## config.mk

```make
export PLATFORM = sky130hd
export DESIGN_NAME = wide_alu_ctrl
export DESIGN_NICKNAME = d
export VERILOG_FILES = /design/src/rtl/wide_alu_pkg.sv /design/src/rtl/alu.sv /design/src/rtl/wide_alu_ctrl.sv
export SDC_FILE = /design/constraint.sdc
export NUM_CORES = 1
export LEC_CHECK = 0
export CAP_MARGIN = 5
export CORE_AREA = 2 2 272 167
export DETAILED_ROUTE_END_ITERATION = 7
export DIE_AREA = 0 0 274 169
export GPL_ROUTABILITY_DRIVEN = 0
export PLACE_DENSITY_LB_ADDON = 0.2
export SLEW_MARGIN = 15
export SYNTH_ARGS = -nofsm -noshare
export SYNTH_HDL_FRONTEND = slang
export SYNTH_SLANG_ARGS = --single-unit
```

## constraint.sdc

```tcl
create_clock -name clk -period 14.65 [get_ports clk]
set_input_delay 2.93 -clock clk [delete_from_list [all_inputs] [get_ports clk]]
set_output_delay 2.93 -clock clk [all_outputs]
set_load 0.05 [all_outputs]
```

## src/rtl/wide_alu_pkg.sv

```systemverilog
// ---------------------------------------------------------------------------
// wide_alu_pkg
// Shared types and constants for the 64-bit two-pass ALU controller:
//   - op_e      : request opcode (ADD/SUB/AND/ORR)
//   - state_e   : controller FSM states (IDLE/LO/HI/DONE)
//   - ALU_*     : 3-bit control codes understood by the 32-bit alu
//   - FLAG_*    : bit positions inside a {N,Z,C,V} flag vector
//   - hi_ctrl() : maps an opcode to the control code used on the upper half
// ---------------------------------------------------------------------------
package wide_alu_pkg;

  localparam int DATA_W = 64;
  localparam int HALF_W = 32;

  typedef enum logic [1:0] {
    OP_ADD = 2'b00,
    OP_SUB = 2'b01,
    OP_AND = 2'b10,
    OP_ORR = 2'b11
  } op_e;

  typedef enum logic [1:0] {
    ST_IDLE = 2'b00,
    ST_LO   = 2'b01,
    ST_HI   = 2'b10,
    ST_DONE = 2'b11
  } state_e;

  localparam logic [2:0] ALU_ADD = 3'b000;
  localparam logic [2:0] ALU_SUB = 3'b001;
  localparam logic [2:0] ALU_AND = 3'b010;
  localparam logic [2:0] ALU_ORR = 3'b011;
  localparam logic [2:0] ALU_ADC = 3'b100;
  localparam logic [2:0] ALU_SBC = 3'b101;

  localparam int FLAG_N = 3;
  localparam int FLAG_Z = 2;
  localparam int FLAG_C = 1;
  localparam int FLAG_V = 0;

  // Upper half of an arithmetic op must chain the lower-half carry, so
  // ADD/SUB become ADC/SBC; logic ops have no carry chain.
  function automatic logic [2:0] hi_ctrl(input op_e op);
    if (op == OP_ADD || op == OP_SUB) begin
      return {1'b1, op};
    end
    return {1'b0, op};
  endfunction

endpackage

```

## src/rtl/alu.sv

```systemverilog
// ---------------------------------------------------------------------------
// alu
// Combinational 32-bit ALU with ARM-style flags.
// Ports:
//   src_a, src_b  in  32  operands
//   alu_control   in  3   000 ADD, 001 SUB, 010 AND, 011 ORR, 100 ADC, 101 SBC
//   carry         in  1   carry input, consumed only by ADC/SBC
//   result        out 32  operation result
//   flags         out 4   {N,Z,C,V}; C/V are 0 for logic ops
// SUB/SBC are computed as a + ~b + cin, so C=1 means "no borrow".
// ---------------------------------------------------------------------------
module alu
  import wide_alu_pkg::*;
(
  input  logic [HALF_W-1:0] src_a,
  input  logic [HALF_W-1:0] src_b,
  input  logic [2:0]        alu_control,
  input  logic              carry,
  output logic [HALF_W-1:0] result,
  output logic [3:0]        flags
);

  logic [HALF_W-1:0] b_eff;
  logic              cin;
  logic              is_arith;
  logic [HALF_W:0]   sum;
  logic              ovf;

  always_comb begin
    b_eff    = src_b;
    cin      = 1'b0;
    is_arith = 1'b0;
    case (alu_control)
      ALU_ADD: begin
        is_arith = 1'b1;
      end
      ALU_SUB: begin
        is_arith = 1'b1;
        b_eff    = ~src_b;
        cin      = 1'b1;
      end
      ALU_ADC: begin
        is_arith = 1'b1;
        cin      = carry;
      end
      ALU_SBC: begin
        is_arith = 1'b1;
        b_eff    = ~src_b;
        cin      = carry;
      end
      default: ;
    endcase
  end

  assign sum = {1'b0, src_a} + {1'b0, b_eff} + {{HALF_W{1'b0}}, cin};

  always_comb begin
    result = '0;
    case (alu_control)
      ALU_ADD, ALU_SUB, ALU_ADC, ALU_SBC: result = sum[HALF_W-1:0];
      ALU_AND:                            result = src_a & src_b;
      ALU_ORR:                            result = src_a | src_b;
      default:                            result = '0;
    endcase
  end

  // Signed overflow: both addends share a sign that the sum does not.
  assign ovf = (src_a[HALF_W-1] == b_eff[HALF_W-1]) &&
               (result[HALF_W-1] != src_a[HALF_W-1]);

  assign flags = {result[HALF_W-1],
                  (result == '0),
                  is_arith & sum[HALF_W],
                  is_arith & ovf};

endmodule

```

## src/rtl/wide_alu_ctrl.sv

```systemverilog
// ---------------------------------------------------------------------------
// wide_alu_ctrl
// 64-bit ADD/SUB/AND/ORR built from one shared 32-bit alu used twice:
// the LO cycle computes the lower half, the HI cycle the upper half with the
// lower-half carry chained in. Ready/valid handshake on both sides.
// Ports:
//   clk          in  1   clock, rising edge
//   reset        in  1   asynchronous active-high reset
//   req_valid    in  1   request present
//   req_ready    out 1   high only in IDLE
//   req_op       in  2   00 ADD, 01 SUB, 10 AND, 11 ORR
//   req_a, req_b in  64  operands, captured on acceptance
//   rsp_valid    out 1   high only in DONE
//   rsp_ready    in  1   consumer accepts the result
//   rsp_result   out 64  result, held stable while rsp_valid && !rsp_ready
//   rsp_flags    out 4   {N,Z,C,V} of the 64-bit operation
// Timing: accept in IDLE, LO, HI, then rsp_valid in DONE (3 cycles after the
// accepting edge); back-to-back initiation interval is 4 cycles.
// ---------------------------------------------------------------------------
module wide_alu_ctrl
  import wide_alu_pkg::*;
(
  input  logic              clk,
  input  logic              reset,
  input  logic              req_valid,
  output logic              req_ready,
  input  logic [1:0]        req_op,
  input  logic [DATA_W-1:0] req_a,
  input  logic [DATA_W-1:0] req_b,
  output logic              rsp_valid,
  input  logic              rsp_ready,
  output logic [DATA_W-1:0] rsp_result,
  output logic [3:0]        rsp_flags
);

  state_e            state;
  op_e               op_q;
  logic [DATA_W-1:0] a_q;
  logic [DATA_W-1:0] b_q;
  logic [HALF_W-1:0] res_lo;
  logic              z_lo;
  logic              c_lo;

  logic [HALF_W-1:0] alu_src_a;
  logic [HALF_W-1:0] alu_src_b;
  logic [2:0]        alu_ctrl;
  logic [HALF_W-1:0] alu_result;
  logic [3:0]        alu_flags;

  // ALU inputs are parked at zero outside LO/HI.
  always_comb begin
    alu_src_a = '0;
    alu_src_b = '0;
    alu_ctrl  = ALU_ADD;
    case (state)
      ST_LO: begin
        alu_src_a = a_q[HALF_W-1:0];
        alu_src_b = b_q[HALF_W-1:0];
        alu_ctrl  = {1'b0, op_q};
      end
      ST_HI: begin
        alu_src_a = a_q[DATA_W-1:HALF_W];
        alu_src_b = b_q[DATA_W-1:HALF_W];
        alu_ctrl  = hi_ctrl(op_q);
      end
      default: ;
    endcase
  end

  alu u_alu (
    .src_a       (alu_src_a),
    .src_b       (alu_src_b),
    .alu_control (alu_ctrl),
    .carry       (c_lo),
    .result      (alu_result),
    .flags       (alu_flags)
  );

  always_ff @(posedge clk or posedge reset) begin
    if (reset) begin
      state      <= ST_IDLE;
      req_ready  <= 1'b1;
      rsp_valid  <= 1'b0;
      rsp_result <= '0;
      rsp_flags  <= '0;
      op_q       <= OP_ADD;
      a_q        <= '0;
      b_q        <= '0;
      res_lo     <= '0;
      z_lo       <= 1'b0;
      c_lo       <= 1'b0;
    end else begin
      case (state)
        // IDLE: capture the request so later input changes cannot leak in
        ST_IDLE: begin
          if (req_valid) begin
            op_q      <= op_e'(req_op);
            a_q       <= req_a;
            b_q       <= req_b;
            req_ready <= 1'b0;
            state     <= ST_LO;
          end
        end
        // LO: lower half result, keep Z for the 64-bit Z and C for the chain
        ST_LO: begin
          res_lo <= alu_result;
          z_lo   <= alu_flags[FLAG_Z];
          c_lo   <= alu_flags[FLAG_C];
          state  <= ST_HI;
        end
        // HI: upper half; N/C/V come from the top half, Z spans both halves
        ST_HI: begin
          rsp_result <= {alu_result, res_lo};
          rsp_flags  <= {alu_flags[FLAG_N],
                         z_lo & alu_flags[FLAG_Z],
                         alu_flags[FLAG_C],
                         alu_flags[FLAG_V]};
          rsp_valid  <= 1'b1;
          state      <= ST_DONE;
        end
        // DONE: hold the response until the consumer takes it
        ST_DONE: begin
          if (rsp_ready) begin
            rsp_valid <= 1'b0;
            req_ready <= 1'b1;
            state     <= ST_IDLE;
          end
        end
        default: begin
          state <= ST_IDLE;
        end
      endcase
    end
  end

endmodule

```

==> flow_metrics.env, run 1 <==
export IMPL_status="finished, final reports clean"
export IMPL_core_area_um2=44000
export IMPL_antenna_found_initial=0
export IMPL_use_met2=0.275
export IMPL_grt_overflow_total=0
export IMPL_io_pins=204
export IMPL_yosys_area_share_simple=0.107
export IMPL_wl_per_cell_um=19.4
export IMPL_worstSetupEndpointType="flop"
export IMPL_rows=60
export IMPL_die_area_um2=46300
export IMPL_cts_sinks=235
export IMPL_relSlewSlack=0.337
export IMPL_ys_seq_area_frac=0.452
export IMPL_async_reset_ff_frac=1.00
export IMPL_synth_compound_area_frac=0.164
export IMPL_dp_hpwl_um=27900
export IMPL_ctsHoldBuffers=0
export IMPL_max_stage_delay_ps=520
export IMPL_clock_skew_ps=17.9
export IMPL_synth_xor_area_frac=0.0276
export IMPL_yosys_most_used_dff="dfrtp_1"
export IMPL_antenna_cells=0
export IMPL_areaGrowthSynthToFinish_pct=26.9
export IMPL_wirelength_um=38400
export IMPL_htreeDepth=1
export IMPL_post_route_min_period_ps=6200
export IMPL_worstPathRequired_ps=15120
export IMPL_r2r_start="state[0]$_DFFE_PP0P_"
export IMPL_critical_path_max_fanout=56
export IMPL_die_w_um=274
export IMPL_synth_edf_count=0
export IMPL_nFillCells=4384
export IMPL_place_port_buffers=203
export IMPL_cts_setup_buffers=0
export IMPL_cp_slowest_cell="buf_4"
export IMPL_grt_total_usage=0.167
export IMPL_clock_latency_ps=550
export IMPL_via_per_inst=5.07
export IMPL_path_buf_inv=4
export IMPL_startpoint_type="flop"
export IMPL_synth_top_cells_by_area="dfrtp_1 (45%), mux2_2 (15%), a21oi_1 (3.9%)"
export IMPL_nNetsFinal=1537
export IMPL_cts_tree="yes"
export IMPL_crit_family="compound AO/OA/AOI/OAI gates"
export IMPL_ctsRootBufferMaster="clkbuf_16"
export IMPL_maxSlewViolCount=0
export IMPL_synth_adder_area_share=0.0556
export IMPL_tns_ps=0
export IMPL_rsz0062_at_grt="no"
export IMPL_ys_types=83
export IMPL_syn_avg_cell_area_um2=10.8
export IMPL_finalNonFillerCells=1974
export IMPL_cp_arrival_ps=6670
export IMPL_synth_top_area_share=0.450
export IMPL_worst_pin_slew_ps=995
export IMPL_critPathKind="reg -> reg"
export IMPL_numCtsBuffers=26
export IMPL_layout_drive_gt1_share=0.188
export IMPL_setup_violations=0
export IMPL_grt_pass1_vias=10251
export IMPL_die_h_um=169
export IMPL_hold_viol=0
export IMPL_cpMostUsedCell="buf_4"
export IMPL_min_period_over_period=0.423
export IMPL_netlist_area_um2=13000
export IMPL_vias=10002
export IMPL_final_util=0.375
export IMPL_drt_pass1_iter_count=7
export IMPL_ctsResizeCount=0
export IMPL_clk_pin_slew_worst_paths_ps=70
export IMPL_synth_largest_area_cell="dfrtp_1"
export IMPL_detail_route_antenna_nets=0
export IMPL_synth_seq_cells=235
export IMPL_drv_cap=0
export IMPL_clockBufferDepth=3
export IMPL_startpoint="state[0]$_DFFE_PP0P_"
export IMPL_synth_top_family_by_area="compound AO/OA/AOI/OAI gates"
export IMPL_initialDrtViolationCount=673
export IMPL_ys_warn_count=0
export IMPL_min_delay_path_class="reg -> reg"
export IMPL_busiest_layer="met2"
export IMPL_use_met3=0.0274
export IMPL_grt_pass1_wl_um=60200
export IMPL_start_util=0.296
export IMPL_fmax_mhz=161
export IMPL_grt_max_degree=101
export IMPL_synth_fp_nets=1382
export IMPL_synthMuxAreaShare=0.158
export IMPL_cp_cell_sequence="inv_1, ha_1, buf_4, o211ai_4, buf_4, o21ai_0, nor2_4, buf_4, xnor2_1, fa_1, fa_1, a21o_1, a221oi_2, o211a_4, nor3_1, nor3_1, o311ai_1, nor4b_2, nand3_1, o22ai_1"
export IMPL_grt_use_met1=0.230
export IMPL_remaining_drc_errors=0
export IMPL_min_from="res_lo[2]$_DFFE_PP0N_"
export IMPL_synth_most_common_cell="dfrtp_1"
export IMPL_synth_common_cells="dfrtp_1 (234), mux2_2 (174), a21oi_1 (102), nor2_1 (93), clkbuf_1 (50)"
export IMPL_dp_cells=1926
export IMPL_postSynthCellCount=1210
==> flip-flops by register name (all words and copies together) (netlist names) <==
register / cells
rsp_valid: 1
c_lo: 1
b_q: 64
rsp_result: 63
res_lo: 32
z_lo: 1
a_q: 64
state: 2
op_q: 2
rsp_flags: 4
req_ready: 1
==> stage by stage <==
step | instance area (um2) | setup slack (ps) | hold WS, ps
after floorplan | 13000 | 5280 | 475
after global placement | 15500 | 8740 | 482
after detailed placement | 15500 | 8490 | 492
after CTS | 16500 | 8510 | 506
after global routing | 16500 | 7950 | 516
final | 16500 | 8450 | 504
==> cell type report <==
| type | instances | area [um2] | share of cell area |
|---|---|---|---|
| multi-input combinational | 866 | 6700 | 0.406 |
| sequential | 235 | 5880 | 0.356 |
| timing repair buffer | 216 | 2130 | 0.129 |
| tap | 589 | 737 | 0.0446 |
| clock buffer | 29 | 693 | 0.0420 |
| clock inverter | 19 | 290 | 0.0176 |
| inverter | 20 | 82.6 | 0.00500 |
==> per-layer routing <==
| metal | part of all wire | vias to the layer above |
|---|---|---|
| li1 | - | 4743 |
| met2 | 0.46 | 237 |
| met3 | 0.047 | 58 |
| met5 | 0 | - |
| met1 | 0.47 | 4964 |
| met4 | 0.020 | 0 |
==> placed cells by master, fill, tap and decap left out, types with 18 or more instances in the layout <==
cell / n
clkbuf_16: 27
a21oi_1: 102
inv_1: 18
dfrtp_1: 234
xor2_1: 20
clkdlybuf4s50_1: 203
a22oi_1: 29
a22o_1: 36
xnor2_1: 21
nand2_1: 46
maj3_1: 21
nor2b_1: 28
mux2_2: 174
ha_1: 34
nor2_1: 92
o21ai_0: 23
==> path summary, 6_finish.rpt <==
check                           slack, ps  cells after the start                         to
worst max register to register       8450                     20   rsp_flags[2]$_DFFE_PP0N_
worst max-delay path                 8450                     20   rsp_flags[2]$_DFFE_PP0N_
min in group asynchronous            2840                      2        a_q[53]$_DFFE_PP0P_
worst min-delay path                  500                      1      res_lo[2]$_DFFE_PP0N_
max in group asynchronous            9440                      4  rsp_result[1]$_DFFE_PP0N_
worst min register to register        500                      1      res_lo[2]$_DFFE_PP0N_
==> cells by family (layout without fill, tap and decap cells) <==
family	Yosys count	in the layout
AOI/OAI and AO/OA	304	304
buffers and inverters	109	284
and+or+nand+nor	277	277
xor gates and xnor gates	41	41
adders and majority gates	61	61
DFF	235	235
muxes	183	183
Power of run 1 is left out: the tool's default activity adds up to more than one toggle a clock period on the data nets, which glitch-free logic cannot reach.
==> run 2, diff against run 1 <==
Clock period 14.65 ns to 6 ns, I/O delays scaled along.
==> run 2 against run 1 <==
Effect of this change:
- count of clock-buffer cells in the layout rose by 2
- fmax rose by 18%
- global-route usage rose by 0.12 points
- first-iteration DRC count fell by 3.1%
- clock skew fell by 4.4 ps
- non-clock buffer count rose by 6
- hold slack got worse by 0.62 ps
- critical path type unchanged
==> flow_metrics.env, run 2 (synthesis gave the netlist of run 1 again) <==
export IMPL_dp_hpwl_um=28400
export IMPL_finalNonFillerCells=1976
export IMPL_cp_slowest_cell="nor4_1"
export IMPL_clock_latency_ps=550
export IMPL_start_util=0.296
export IMPL_busiest_layer="met2"
export IMPL_worstPathRequired_ps=6460
export IMPL_antenna_cells=0
export IMPL_core_area_um2=44000
export IMPL_setup_violations=0
export IMPL_ctsHoldBuffers=0
export IMPL_use_met2=0.275
export IMPL_cts_setup_buffers=0
export IMPL_rsz0062_at_grt="no"
export IMPL_final_common_cell="dfrtp_1"
export IMPL_die_w_um=274
export IMPL_status="finished, final reports clean"
export IMPL_clk_pin_slew_worst_paths_ps=70
export IMPL_crit_family="compound AO/OA/AOI/OAI gates"
export IMPL_r2r_slack_ps=740
export IMPL_dp_cells=1932
export IMPL_ctsRootBufferMaster="clkbuf_16"
export IMPL_numCtsBuffers=25
export IMPL_initialDrtViolationCount=652
export IMPL_mostFrequentLayoutCells="dfrtp_1 (234), clkdlybuf4s50_1 (203), mux2_2 (174)"
export IMPL_antenna_found_initial=0
export IMPL_remaining_drc_errors=0
export IMPL_reg2reg_to="rsp_flags[2]$_DFFE_PP0N_"
export IMPL_post_route_min_period_ps=5260
export IMPL_io_pins=204
export IMPL_grt_total_usage=0.168
export IMPL_path_buf_inv=3
export IMPL_grt_pass1_wl_um=60900
export IMPL_startpoint_type="flop"
export IMPL_htreeDepth=1
export IMPL_worstSetupEndpointType="flop"
export IMPL_drt_pass1_iter_count=5
export IMPL_r2r_start="state[0]$_DFFE_PP0P_"
export IMPL_reg2reg_depth=18
export IMPL_reg_largest_list="a_q x64, b_q x64, rsp_result x63"
export IMPL_layout_drive_gt1_share=0.187
export IMPL_cts_sinks=235
export IMPL_areaGrowthSynthToFinish_pct=26.3
export IMPL_min_period_over_period=0.877
export IMPL_clockBufferDepth=3
export IMPL_maxSlewViolCount=0
export IMPL_tns_ps=0
export IMPL_min_delay_path_class="reg -> reg"
export IMPL_nNetsFinal=1542
export IMPL_place_port_buffers=203
export IMPL_grt_use_met1=0.234
export IMPL_via_per_inst=5.08
export IMPL_clock_skew_ps=13.4
export IMPL_cts_tree="yes"
export IMPL_min_from="res_lo[17]$_DFFE_PP0N_"
export IMPL_cp_cell_sequence="inv_1, ha_1, buf_4, and2_1, o21ai_0, nor2_4, buf_4, xor2_1, ha_1, a211oi_2, o211ai_1, a31oi_4, xnor2_1, mux2i_1, nand3b_1, nor4_1, nand3_1, o22ai_1"
export IMPL_grt_max_degree=136
export IMPL_drv_cap=0
export IMPL_holdPathStages=1
export IMPL_fmax_mhz=190
export IMPL_hold_path_endpoint="res_lo[17]$_DFFE_PP0N_"
export IMPL_detail_route_antenna_nets=0
export IMPL_vias=10037
export IMPL_worst_pin_slew_ps=1070
export IMPL_use_met3=0.0328
export IMPL_wl_per_cell_um=19.6
export IMPL_finalWorstSetupSlack_ps=740
export IMPL_cp_arrival_ps=5720
export IMPL_relSlewSlack=0.289
export IMPL_grt_pass1_vias=10260
export IMPL_critical_path_max_fanout=31
export IMPL_dpl_worst_slack_ps=832
export IMPL_ctsResizeCount=0
export IMPL_wirelength_um=38800
export IMPL_die_area_um2=46300
export IMPL_die_h_um=169
export IMPL_max_stage_delay_ps=520
export IMPL_grt_overflow_total=0
export IMPL_critPathKind="reg -> reg"
export IMPL_hold_viol=0
export IMPL_rows=60
[run 2: metrics by stage]
| step | util | hold WS [ps] | area [um2] |
|---|---|---|---|
| 2_1_floorplan | - | 475 | 13000 |
| 3_3_place_gp | 0.355 | 487 | 15600 |
| 3_5_place_dp | 0.355 | 492 | 15600 |
| 4_1_cts | 0.373 | 506 | 16400 |
| 5_1_grt | 0.373 | 513 | 16400 |
| 6_report | 0.373 | 504 | 16400 |
[run 2: layout make-up]
class                           count  area [um2]
Sequential cell                   235        5880
Fill cell                        4383       27600
Tap cell                          589         737
Multi-Input combinational cell    866        6700
Clock inverter                     13         151
Clock buffer                       31         678
Timing Repair Buffer              222        2200
Inverter                           20        78.8
[run 2: routing by layer]
metal,vias to the layer above,share of wire
met5,-,0
met4,0,0.016
met3,51,0.049
met2,234,0.46
met1,5016,0.47
li1,4736,-
[run 2: worst max-delay path by stage]
stage / startpoint / to / slack (ps) / cells after the start
5_1_grt: state[1]$_DFFE_PP0P_ / rsp_flags[2]$_DFFE_PP0N_ / 390 / 18
3_3_place_gp: state[0]$_DFFE_PP0P_ / rsp_flags[2]$_DFFE_PP0N_ / 860 / 18
4_1_cts: state[0]$_DFFE_PP0P_ / rsp_flags[2]$_DFFE_PP0N_ / 770 / 18
2_1_floorplan: state[0]$_DFFE_PP0P_ / rsp_flags[2]$_DFFE_PP0N_ / 980 / 22
6_report: state[0]$_DFFE_PP0P_ / rsp_flags[2]$_DFFE_PP0N_ / 740 / 18
3_5_place_dp: state[0]$_DFFE_PP0P_ / z_lo$_DFFE_PP0N_ / 830 / 18
Power of run 2 is left out for the same reason.
